File: config.mk
export PLATFORM = sky130hd
export DESIGN_NAME = pkt_reader_flat
export DESIGN_NICKNAME = d
export VERILOG_FILES = /design/src/rtl/pkt_pkg.sv /design/src/rtl/pkt_reader_if.sv /design/src/rtl/fifo2.sv /design/src/rtl/pkt_reader.sv /design/src/flat_wrapper.sv
export SDC_FILE = /design/constraint.sdc
export NUM_CORES = 1
export LEC_CHECK = 0
export ABC_AREA = 1
export BUFFER_PORTS_ARGS = -buffer_cell sky130_fd_sc_hd__buf_2
export CAP_MARGIN = 15
export CORE_ASPECT_RATIO = 1.25
export CORE_MARGIN = 1
export CORE_UTILIZATION = 25
export DETAILED_ROUTE_END_ITERATION = 10
export GPL_ROUTABILITY_DRIVEN = 0
export MAX_ROUTING_LAYER = met4
export SLEW_MARGIN = 20
export SYNTH_ARGS = -nofsm -noshare
export SYNTH_HDL_FRONTEND = slang
export SYNTH_SLANG_ARGS = --single-unit
export TNS_END_PERCENT = 50
File: constraint.sdc
create_clock -name clk -period 3.8 [get_ports clk]
set_clock_uncertainty 0.05 [all_clocks]
set_input_delay 0.38 -clock clk [delete_from_list [all_inputs] [get_ports clk]]
set_output_delay 0.38 -clock clk [all_outputs]
set_load 0.02 [all_outputs]
File: src/rtl/pkt_pkg.sv
// rtl/pkt_pkg.sv - shared constants and reader state encoding for the packet path
package pkt_pkg;

    localparam int ADDR_W      = 10;
    localparam int DATA_W      = 32;
    localparam int CTRL_W      = ADDR_W + 1;
    localparam int ALLOC_BIT   = ADDR_W;
    localparam int BLOCK_WORDS = 8;
    localparam int FREE_GAP    = 3;
    localparam int MAX_BLOCKS  = 63;

    localparam logic [ADDR_W-1:0] NULL_ADDR = '0;

    typedef enum logic [2:0] {
        RD_IDLE,
        RD_LINK,
        RD_LINK_WAIT,
        RD_DATA,
        RD_FREE
    } rd_state_e;

endpackage

File: src/rtl/pkt_reader_if.sv
// rtl/pkt_reader_if.sv - egress word stream (valid/ready with last marker)
interface pkt_reader_if #(
    parameter int DATA_W = pkt_pkg::DATA_W
);
    logic              out_valid;
    logic              out_ready;
    logic              out_last;
    logic [DATA_W-1:0] out_data;

    modport master (output out_valid, output out_data, output out_last, input out_ready);
    modport slave  (input out_valid, input out_data, input out_last, output out_ready);
endinterface

File: src/rtl/fifo2.sv
// rtl/fifo2.sv - two-entry FIFO with head held in a register and occupancy output
module fifo2 #(
    parameter int WIDTH = 33
) (
    input  logic             clk,
    input  logic             rst,
    input  logic             flush,
    input  logic             push,
    input  logic [WIDTH-1:0] din,
    input  logic             pop,
    output logic [WIDTH-1:0] dout,
    output logic             valid,
    output logic [1:0]       count
);

    logic [WIDTH-1:0] slot0_q, slot0_d;
    logic [WIDTH-1:0] slot1_q, slot1_d;
    logic [1:0]       cnt_q, cnt_d;
    logic             do_pop;

    always_ff @(posedge clk or posedge rst) begin
        if (rst) begin
            slot0_q <= '0;
            slot1_q <= '0;
            cnt_q   <= '0;
        end else begin
            slot0_q <= slot0_d;
            slot1_q <= slot1_d;
            cnt_q   <= cnt_d;
        end
    end

    // slot0 is always the head so the output comes straight from a flop
    always_comb begin
        slot0_d = slot0_q;
        slot1_d = slot1_q;
        cnt_d   = cnt_q;
        do_pop  = pop && (cnt_q != 2'd0);
        if (flush) begin
            cnt_d = 2'd0;
        end else begin
            case ({push, do_pop})
                2'b01: begin
                    slot0_d = slot1_q;
                    cnt_d   = cnt_q - 2'd1;
                end
                2'b10: begin
                    if (cnt_q == 2'd0) begin
                        slot0_d = din;
                        cnt_d   = 2'd1;
                    end else if (cnt_q == 2'd1) begin
                        slot1_d = din;
                        cnt_d   = 2'd2;
                    end
                end
                2'b11: begin
                    if (cnt_q == 2'd1) begin
                        slot0_d = din;
                    end else begin
                        slot0_d = slot1_q;
                        slot1_d = din;
                    end
                end
                default: ;
            endcase
        end
    end

    assign dout  = slot0_q;
    assign valid = (cnt_q != 2'd0);
    assign count = cnt_q;

endmodule

File: src/rtl/pkt_reader.sv
// rtl/pkt_reader.sv - walks a control-memory block chain, streams block data and frees each block
module pkt_reader #(
    parameter int ADDR_W      = pkt_pkg::ADDR_W,
    parameter int DATA_W      = pkt_pkg::DATA_W,
    parameter int BLOCK_WORDS = pkt_pkg::BLOCK_WORDS,
    parameter int FREE_GAP    = pkt_pkg::FREE_GAP,
    parameter int MAX_BLOCKS  = pkt_pkg::MAX_BLOCKS
) (
    input  logic              clk,
    input  logic              reset,
    input  logic              start,
    input  logic [ADDR_W-1:0] head_addr,
    output logic              busy,
    output logic              done,
    output logic              err,
    output logic              cmem_rd_en,
    output logic [ADDR_W-1:0] cmem_addr,
    input  logic [ADDR_W:0]   cmem_q,
    output logic              dmem_rd_en,
    output logic [ADDR_W+2:0] dmem_addr,
    input  logic [DATA_W-1:0] dmem_q,
    pkt_reader_if.master      out_if,
    output logic              free_en,
    output logic [ADDR_W-1:0] free_addr
);

    localparam int WIDX_W = 3;
    localparam int CNT_W  = $clog2(MAX_BLOCKS + 1);
    localparam int GAP_W  = (FREE_GAP > 1) ? $clog2(FREE_GAP) : 1;
    localparam logic [WIDX_W-1:0] LAST_WIDX = WIDX_W'(BLOCK_WORDS - 1);
    localparam logic [ADDR_W-1:0] NULL_A    = ADDR_W'(pkt_pkg::NULL_ADDR);

    typedef pkt_pkg::rd_state_e state_e;

    state_e             state_q, state_d;
    logic [ADDR_W-1:0]  cur_q, cur_d;
    logic [ADDR_W-1:0]  nxt_q, nxt_d;
    logic [CNT_W-1:0]   blk_cnt_q, blk_cnt_d;
    logic [WIDX_W-1:0]  widx_q, widx_d;
    logic [GAP_W-1:0]   gap_q, gap_d;
    logic               rd_pend_q, rd_pend_d;
    logic               rd_last_q, rd_last_d;
    logic               err_hold_q, err_hold_d;

    logic               abort;
    logic               fifo_flush;
    logic               fifo_pop;
    logic               fifo_valid;
    logic [1:0]         fifo_count;
    logic [DATA_W:0]    fifo_dout;
    logic [2:0]         occ_after_pop;
    logic               can_issue;

    fifo2 #(.WIDTH(DATA_W + 1)) u_fifo (
        .clk   (clk),
        .rst   (reset),
        .flush (fifo_flush),
        .push  (rd_pend_q),
        .din   ({rd_last_q, dmem_q}),
        .pop   (fifo_pop),
        .dout  (fifo_dout),
        .valid (fifo_valid),
        .count (fifo_count)
    );

    assign fifo_pop         = fifo_valid && out_if.out_ready;
    assign out_if.out_valid = fifo_valid;
    assign out_if.out_data  = fifo_dout[DATA_W-1:0];
    assign out_if.out_last  = fifo_valid && fifo_dout[DATA_W];

    // reads in flight land a cycle later, so they count against the two slots
    assign occ_after_pop = {1'b0, fifo_count} - {2'b0, fifo_pop} + {2'b0, rd_pend_q};
    assign can_issue     = (occ_after_pop < 3'd2);

    always_ff @(posedge clk or posedge reset) begin
        if (reset) begin
            state_q    <= pkt_pkg::RD_IDLE;
            cur_q      <= '0;
            nxt_q      <= '0;
            blk_cnt_q  <= '0;
            widx_q     <= '0;
            gap_q      <= '0;
            rd_pend_q  <= 1'b0;
            rd_last_q  <= 1'b0;
            err_hold_q <= 1'b0;
        end else begin
            state_q    <= state_d;
            cur_q      <= cur_d;
            nxt_q      <= nxt_d;
            blk_cnt_q  <= blk_cnt_d;
            widx_q     <= widx_d;
            gap_q      <= gap_d;
            rd_pend_q  <= rd_pend_d;
            rd_last_q  <= rd_last_d;
            err_hold_q <= err_hold_d;
        end
    end

    always_comb begin
        state_d    = state_q;
        cur_d      = cur_q;
        nxt_d      = nxt_q;
        blk_cnt_d  = blk_cnt_q;
        widx_d     = widx_q;
        gap_d      = (gap_q != '0) ? gap_q - GAP_W'(1) : gap_q;
        err_hold_d = 1'b0;
        rd_last_d  = 1'b0;
        cmem_rd_en = 1'b0;
        cmem_addr  = '0;
        dmem_rd_en = 1'b0;
        dmem_addr  = '0;
        free_en    = 1'b0;
        free_addr  = '0;
        done       = 1'b0;
        abort      = 1'b0;
        fifo_flush = 1'b0;

        unique case (state_q)
            pkt_pkg::RD_IDLE: begin
                if (start && !fifo_valid) begin
                    if (head_addr == NULL_A) begin
                        err_hold_d = 1'b1;
                    end else begin
                        cur_d     = head_addr;
                        blk_cnt_d = '0;
                        state_d   = pkt_pkg::RD_LINK;
                    end
                end
            end
            pkt_pkg::RD_LINK: begin
                cmem_rd_en = 1'b1;
                cmem_addr  = cur_q;
                state_d    = pkt_pkg::RD_LINK_WAIT;
            end
            pkt_pkg::RD_LINK_WAIT: begin
                if (!cmem_q[ADDR_W] || (blk_cnt_q == CNT_W'(MAX_BLOCKS))) begin
                    abort      = 1'b1;
                    fifo_flush = 1'b1;
                    state_d    = pkt_pkg::RD_IDLE;
                end else begin
                    nxt_d     = cmem_q[ADDR_W-1:0];
                    blk_cnt_d = blk_cnt_q + CNT_W'(1);
                    widx_d    = '0;
                    state_d   = pkt_pkg::RD_DATA;
                end
            end
            pkt_pkg::RD_DATA: begin
                if (can_issue) begin
                    dmem_rd_en = 1'b1;
                    dmem_addr  = {cur_q, widx_q};
                    rd_last_d  = (widx_q == LAST_WIDX) && (nxt_q == NULL_A);
                    widx_d     = widx_q + WIDX_W'(1);
                    if (widx_q == LAST_WIDX) begin
                        state_d = pkt_pkg::RD_FREE;
                    end
                end
            end
            pkt_pkg::RD_FREE: begin
                if (gap_q == '0) begin
                    free_en   = 1'b1;
                    free_addr = cur_q;
                    gap_d     = GAP_W'(FREE_GAP - 1);
                    if (nxt_q == NULL_A) begin
                        done    = 1'b1;
                        state_d = pkt_pkg::RD_IDLE;
                    end else begin
                        cur_d   = nxt_q;
                        state_d = pkt_pkg::RD_LINK;
                    end
                end
            end
            default: state_d = pkt_pkg::RD_IDLE;
        endcase
    end

    assign rd_pend_d = dmem_rd_en;
    assign busy      = (state_q != pkt_pkg::RD_IDLE);
    assign err       = err_hold_q | abort;

endmodule

File: src/flat_wrapper.sv
// flat-port wrapper written by rule: the top's interface ports become plain ports
module pkt_reader_flat 
#(
    parameter int ADDR_W      = pkt_pkg::ADDR_W,
    parameter int DATA_W      = pkt_pkg::DATA_W,
    parameter int BLOCK_WORDS = pkt_pkg::BLOCK_WORDS,
    parameter int FREE_GAP    = pkt_pkg::FREE_GAP,
    parameter int MAX_BLOCKS  = pkt_pkg::MAX_BLOCKS
)
  (clk, reset, start, head_addr, busy, done, err, cmem_rd_en, cmem_addr, cmem_q, dmem_rd_en, dmem_addr, dmem_q, free_en, free_addr, out_if_out_valid, out_if_out_data, out_if_out_last, out_if_out_ready);
  pkt_reader_if #(.DATA_W(DATA_W)) out_if_i ();
  input  logic clk;
  input  logic reset;
  input  logic start;
  input  logic [ADDR_W-1:0] head_addr;
  output logic busy;
  output logic done;
  output logic err;
  output logic cmem_rd_en;
  output logic [ADDR_W-1:0] cmem_addr;
  input  logic [ADDR_W:0] cmem_q;
  output logic dmem_rd_en;
  output logic [ADDR_W+2:0] dmem_addr;
  input  logic [DATA_W-1:0] dmem_q;
  output logic free_en;
  output logic [ADDR_W-1:0] free_addr;
  output wire logic [$bits(out_if_i.out_valid)-1:0] out_if_out_valid;
  output wire logic [$bits(out_if_i.out_data)-1:0] out_if_out_data;
  output wire logic [$bits(out_if_i.out_last)-1:0] out_if_out_last;
  input wire logic [$bits(out_if_i.out_ready)-1:0] out_if_out_ready;
  assign out_if_out_valid = out_if_i.out_valid;
  assign out_if_out_data = out_if_i.out_data;
  assign out_if_out_last = out_if_i.out_last;
  assign out_if_i.out_ready = out_if_out_ready;
  pkt_reader #(.ADDR_W(ADDR_W), .DATA_W(DATA_W), .BLOCK_WORDS(BLOCK_WORDS), .FREE_GAP(FREE_GAP), .MAX_BLOCKS(MAX_BLOCKS)) u_core (.clk(clk), .reset(reset), .start(start), .head_addr(head_addr), .busy(busy), .done(done), .err(err), .cmem_rd_en(cmem_rd_en), .cmem_addr(cmem_addr), .cmem_q(cmem_q), .dmem_rd_en(dmem_rd_en), .dmem_addr(dmem_addr), .dmem_q(dmem_q), .out_if(out_if_i), .free_en(free_en), .free_addr(free_addr));
endmodule
==> reports/metrics.yaml, run 1 <==
pwr:
  swShare: 0.4542
  p_leak_nw: 3.688
  switching_power_w: 0.002559
  vdd_ir_drop_max_v: 0.0003654
  powerDensity_nw_per_um2: 759.8
  combPwrFrac: 0.499
  finalPower_w: 0.005633
  p_int_w: 0.003074
  p_clk_frac: 0.171
  seqPwrFrac: 0.330
timing:
  tightest_slew_ns: 0.7758
  fmax_ghz: 0.2764
  setup_violations: 0
  slew_headroom: 0.4828
  slew_violations: 0
  hold_violations: 0
  fin_ws_ns: 0.1821
  post-route-period-util: 0.9521
  period_minus_slack_ns: 3.618
clock_network:
  cts_max_level: 3
  cts.sinks: 105
  cts_buffer_depth: 2
  ctsHoldBuffers: 0
  clk_latency_ns: 0.37
  cts_made_buffers: 9
  clk_pin_slew_ns: 0.08
  cts.root.buffer_cell: "clkbuf_16"
  cts_tree: "done"
finish:
  area_growth_pct: 15.47
  final_cell_mix: "295 x nand2_1, 144 x o21ai_0, 129 x buf_2, 121 x nor2_1, 105 x dfrtp_1"
  num-fill-cells: 2808
  drive_gt1_frac: 0.1837
  mostFrequentLayoutCell: "nand2_1"
  fin_nets: 1074
  fin_cells: 1342
  insertedDiodeCount: 0
  postLayoutCellArea_sq_um: 7413
  post-route-util: 0.2940
worst_hold_path:
  hold_path.class: "in -> async"
worst_setup_path:
  crit_required_ns: 3.37
  arrival_ns: 3.19
  crit_path_start_kind: "flip-flop"
  cp_max_fo: 7
  r2r_cells: 12
  cp-end-kind: "primary output"
  setup.worst_path.class: "reg -> out"
detailed_routing:
  vias: 5844
  drt_wl_total_microns: 17000
  first_iter_violations: 226
  via_per_inst: 4.355
  antenna_left: 0
  drc: 0
  avgRoutedWirePerCell_microns: 12.67
  first_pass_iters: 5
floorplan:
  die_h_microns: 181.2
  die_area_sq_um: 26330
  io_pins: 130
  rows: 65
  coreArea_sq_um: 25210
  die_w_microns: 145.3
  initial_core_util: 0.2546
yosys:
  syn_inst: 929
  ys_types: 29
  synthesis.nets: 1000
  ys_seq_elements: 105
  syn_area_sq_um: 6420
  synth_enable_flop_cells: 0
  synth_ff_type: "dfrtp_1"
  async_flop_share: 1.000
  yosysSeqAreaShare: 0.4093
  yosys_warnings: 0
  syn_area_per_cell_sq_um: 6.911
grt:
  antenna_found_initial: 0
  track_usage: 0.1334
  grt_pass1_wl_microns: 26860
  grt_max_degree: 67
  grt_pass1_vias: 5407
  grt_overflow: 0
placed_design:
  placed_area_sq_um: 7091
  dp_cells: 1325
  dp_slack_ns: 0.3846
  hpwl_microns: 11270
  io_buffer_count: 129
run_status:
  outcome: "finished, final reports clean"
run:
  drv_cap: 0
[stage by stage]
| stage | setup TNS [ns] | hold slack [ns] |
|---|---|---|
| after floorplan | 0 | 0.4042 |
| after global routing | -0.02665 | 0.1288 |
| after detailed placement | 0 | 0.4185 |
| after global placement | 0 | 0.4107 |
| after CTS | 0 | 0.1040 |
| final | 0 | 0.07682 |
[critical path, stage by stage (launching register included)]
cell and delay [ns]:
dfrtp_1 0.41, inv_1 0.14, ha_2 0.23, inv_1 0.08, nand2_1 0.13, inv_1 0.08, ha_2 0.31, nand2_1 0.06
fa_1 0.50, nand3_2 0.12, nor3_4 0.19, buf_4 0.18, clkinv_2 0.13, nor2_1 0.11, buf_2 0.17
[layout make-up]
cell class	count	area [sq um]	area share
multi-input cells	658	2997	0.4042
flip-flops and latches	105	2628	0.3544
repair buffers	140	740.7	0.09992
well taps	335	419.2	0.05654
inverters	88	337.8	0.04557
clock buffers	11	232.7	0.03139
clock inverters	4	53.80	0.007257
repair inverters	1	5.005	0.0006751
[flip-flops by register name (all words and copies together), names as in the netlist]
name,count
u_core.u_fifo.dout,33
u_core.u_fifo.slot1_q,33
u_core.cur_q,10
u_core.nxt_q,10
u_core.blk_cnt_q,6
u_core.state_q,3
u_core.widx_q,3
u_core.gap_q,2
u_core.u_fifo.count,2
u_core.err_hold_q,1
u_core.rd_last_q,1
u_core.rd_pend_q,1
[worst paths after layout]
| kind | slack (ns) | startpoint | endpoint |
|---|---|---|---|
| max | 0.18 | u_core.u_fifo.count[1] | dmem_addr[11] |
| min | 0.08 | reset | u_core.u_fifo.slot1_q[29] |
| max reg2reg | 0.89 | u_core.u_fifo.count[1] | u_core.u_fifo.slot1_q[0] |
| min reg2reg | 0.43 | u_core.u_fifo.dout[11] | u_core.u_fifo.dout[11] |
| max in group asynchronous | 2.85 | reset | u_core.u_fifo.slot1_q[17] |
| min in group clk | 0.15 | cmem_q[4] | u_core.nxt_q[4] |
[synthesized netlist by cell type (6+ instances only)]
master    number  area (sq um)
nand2_1      296          1111
o21ai_0      144         720.7
nor2_1       121         454.2
dfrtp_1      105          2628
inv_1         86         322.8
buf_4         33         247.7
clkbuf_1      27         101.4
nand3_1       26         130.1
o21ai_1       19         95.09
ha_1          13         162.7
o21ai_2       13         113.9
buf_6          9         101.4
buf_2          6         30.03
[routing by layer]
| metal | track usage | vias up | part of all wire |
|---|---|---|---|
| li1 | - | 3023 | - |
| met1 | 0.1531 | 2654 | 0.45 |
| met2 | 0.2367 | 155 | 0.50 |
| met3 | 0.02298 | 12 | 0.039 |
| met4 | 0.03832 | 0 | 0.015 |
| met5 | - | - | 0 |
[power groups by stage]
stage          logic, W  clock network, W  registers (W)
2_1_floorplan   0.00240                 0        0.00182
3_5_place_dp    0.00281                 0        0.00188
6_report        0.00281          0.000961        0.00186
5_1_grt         0.00322           0.00104        0.00192
4_1_cts         0.00282           0.00100        0.00186
3_3_place_gp    0.00275                 0        0.00187
[logic make-up after synthesis]
group                    share of synthesized area
AO/OA/AOI/OAI                               0.1540
adder cells (fa/ha/maj)                    0.02846
buffers and inverters                       0.1280
AND/OR/NAND/NOR                             0.2803
flip-flops                                  0.4093
[timing repair]
| action | CTS | global route |
|---|---|---|
| cloned | 0 | 1 |
| setup endpoints to repair | 13 | 13 |
| setup buffers | 0 | 1 |
| pin swaps | 0 | 1 |
| gates resized for setup | 1 | 7 |
Power figures use the tool's default switching activity.
==> run 2: changes to the inputs <==
==> constraint.sdc (replaced) <==
create_clock -name clk -period 3.8 [get_ports clk]
set_clock_uncertainty 0.05 [all_clocks]
set_input_delay 0.95 -clock clk [delete_from_list [all_inputs] [get_ports clk]]
set_output_delay 0.95 -clock clk [all_outputs]
set_load 0.02 [all_outputs]
==> run 2 against run 1 <==
- flip-flop and latch count unchanged
- core utilization increased by 1.9 points
- via count increased by 1.5%
- critical endpoint is now dmem_addr[0]
- register-to-register slack improved by 0.44 ns
==> reports/metrics.yaml, run 2 (synthesis results as in run 1) <==
timing:
  rsz0062_at_grt: "true"
  tightest_slew_ns: 0.7113  # was 0.7758 ns
  post-route-period-util: 0.9926  # was 0.9521
  period_minus_slack_ns: 3.772  # was 3.618 ns
  slew_violations: 0  # unchanged
  slew_headroom: 0.5258  # was 0.4828
  hold_violations: 0  # unchanged
  fmax_ghz: 0.2651  # was 0.2764 GHz
  setup_violations: 0  # unchanged
worst_hold_path:
  whs_path_depth: 2
  hold_path.class: "reg -> reg"  # was in -> async
finish:
  num-fill-cells: 2743  # was 2808
  postLayoutCellArea_sq_um: 7883  # was 7413 sq um
  fin_cells: 1360  # was 1342
  mostFrequentLayoutCell: "nand2_1"  # unchanged
  area_growth_pct: 22.78  # was 15.47%
  fin_nets: 1090  # was 1074
  drive_gt1_frac: 0.2168  # was 0.1837
  final_cell_mix: "293 x nand2_1, 144 x o21ai_0, 115 x buf_2, 108 x nor2_1, 105 x dfrtp_1"  # was 295 x nand2_1, 144 x o21ai_0, 129 x buf_2, 121 x nor2_1, 105 x dfrtp_1
detailed_routing:
  first_pass_iters: 4  # was 5
  vias: 5933  # was 5844
  via_per_inst: 4.363  # was 4.355
  avgRoutedWirePerCell_microns: 12.62  # was 12.67 microns
  antenna_left: 0  # unchanged
  drc: 0  # unchanged
  drt_wl_total_microns: 17170  # was 17000 microns
  first_iter_violations: 310  # was 226
clock_network:
  clk_latency_ns: 0.36  # was 0.37 ns
  ctsHoldBuffers: 0  # unchanged
  cts_max_level: 3  # unchanged
  cts.sinks: 105  # unchanged
  cts_made_buffers: 9  # unchanged
  clk_pin_slew_ns: 0.07  # was 0.08 ns
  cts_tree: "done"  # unchanged
  cts.root.buffer_cell: "clkbuf_16"  # unchanged
  cts_buffer_depth: 2  # unchanged
worst_setup_path:
  cp-end-kind: "primary output"  # unchanged
  setup.worst_path.class: "in -> out"  # was reg -> out
  cp.depth: 12  # was 14
  critPathMaxStageDelay_ns: 0.55  # was 0.50 ns
  critPathTopFamily: "adder cells"  # unchanged
  arrival_ns: 2.77  # was 3.19 ns
  critical_path.cell_chain: "buf_6, nand2_4, inv_4, ha_4, nand2_2, fa_2, nand3_4, nor3_4, inv_4, buf_12, nor2_4, buf_6"  # was inv_1, ha_2, inv_1, nand2_1, inv_1, ha_2, nand2_1, fa_1, nand3_2, nor3_4, buf_4, clkinv_2, nor2_1, buf_2
  cp_slowest_cell: "fa_2"  # was fa_1
  cp_num_buf_inv: 5  # was 6
  r2r_cells: 13  # was 12
  crit_path_start_kind: "input port"  # was flip-flop
  crit_required_ns: 2.80  # was 3.37 ns
  cp_max_fo: 5  # was 7
floorplan:
  io_pins: 130  # unchanged
  rows: 65  # unchanged
  die_area_sq_um: 26330  # unchanged
  coreArea_sq_um: 25210  # unchanged
  die_h_microns: 181.2  # unchanged
  initial_core_util: 0.2546  # unchanged
  die_w_microns: 145.3  # unchanged
run_status:
  outcome: "finished, final reports clean"  # unchanged
grt:
  grt_max_degree: 67  # unchanged
  grt_pass1_vias: 5729  # was 5407
  antenna_found_initial: 1  # was 0
  grt_overflow: 0  # unchanged
  grt_pass1_wl_microns: 28570  # was 26860 microns
  track_usage: 0.1396  # was 0.1334
placed_design:
  placed_area_sq_um: 7284  # was 7091 sq um
  io_buffer_count: 129  # unchanged
  dp_cells: 1332  # was 1325
  hpwl_microns: 11710  # was 11270 microns
run:
  drv_cap: 0  # unchanged
pwr:
  vdd_ir_drop_max_v: 0.0003530  # was 0.0003654 V
  finalPower_w: 0.006072  # was 0.005633 W
  p_leak_nw: 3.845  # was 3.688 nW
  powerDensity_nw_per_um2: 770.3  # was 759.8 nW/um^2
run 2: changes by cell type in the layout (fill, tap and decap cells not counted), moves of 4 or more:
cell and change:
buf_4 +13, nor2_4 +12, buf_6 +13, buf_2 -14, inv_1 -4, buf_12 +4
nor2_1 -13
run 2: timing repair:
action                                  CTS  global route
gates resized for setup                  27            19
pin swaps                                 5             5
gates cloned                              1             0
endpoints found under the setup margin   13            13
setup buffers                             5             5
run 2: worst reg2reg max path: stages (launching register included):
cell     delay [ns]
dfrtp_1        0.40
inv_2          0.09
ha_4           0.15
inv_4          0.04
nand2_4        0.07
inv_4          0.04
ha_4           0.25
nand2_2        0.04
fa_2           0.55
nand3_4        0.08
nor3_4         0.24
inv_4          0.09
buf_16         0.15
o21ai_0        0.16
run 2: final timing paths:
kind                                         from  slack, ns                      to
max                              out_if_out_ready       0.03            dmem_addr[0]
min                        u_core.u_fifo.dout[23]       0.43  u_core.u_fifo.dout[23]
max reg2reg                u_core.u_fifo.count[0]       1.33       u_core.state_q[2]
min reg2reg                u_core.u_fifo.dout[23]       0.43  u_core.u_fifo.dout[23]
max in group asynchronous                   reset       2.27  u_core.u_fifo.dout[27]
min in group asynchronous                   reset       0.66   u_core.u_fifo.dout[5]
run 2: area by class of cell:
cell class              instances  area [sq um]  area share
multi-input cells             658          3127      0.3967
flip-flops and latches        105          2628      0.3333
repair buffers                157          1022      0.1297
well taps                     335         419.2     0.05317
inverters                      88         340.3     0.04317
clock buffers                  10         229.0     0.02905
clock inverters                 6         115.1     0.01460
diodes                          1         2.502   0.0003175
run 2: layer usage:
metal / wire [microns] / global-route usage / vias up / share of wire
met3: 767 / 0.02702 / 22 / 0.045
met2: 8534 / 0.2488 / 131 / 0.50
li1: - / - / 3065 / -
met4: 333 / 0.05263 / 0 / 0.019
met5: 0 / - / - / 0
met1: 7533 / 0.1530 / 2715 / 0.44
run 2: through the flow:
| stage | worst slack (ns) | hold slack [ns] | util | TNS, ns |
|---|---|---|---|---|
| 3_3_place_gp | -0.05858 | 0.4128 | 0.2889 | -0.5681 |
| 4_1_cts | 0.003169 | 0.4381 | 0.3083 | 0 |
| 2_1_floorplan | 0.01191 | 0.4042 | - | 0 |
| 3_5_place_dp | -0.07528 | 0.4209 | 0.2889 | -0.8092 |
| 6_report | 0.02828 | 0.4323 | 0.3127 | 0 |
| 5_1_grt | -0.09159 | 0.4602 | 0.3127 | -1.002 |
run 2: power by group:
part / switching, W / total, W / internal, W
clock: 0.000455 / 0.00110 / 0.000649
combinational: 0.00199 / 0.00311 / 0.00112
sequential: 0.000233 / 0.00186 / 0.00163
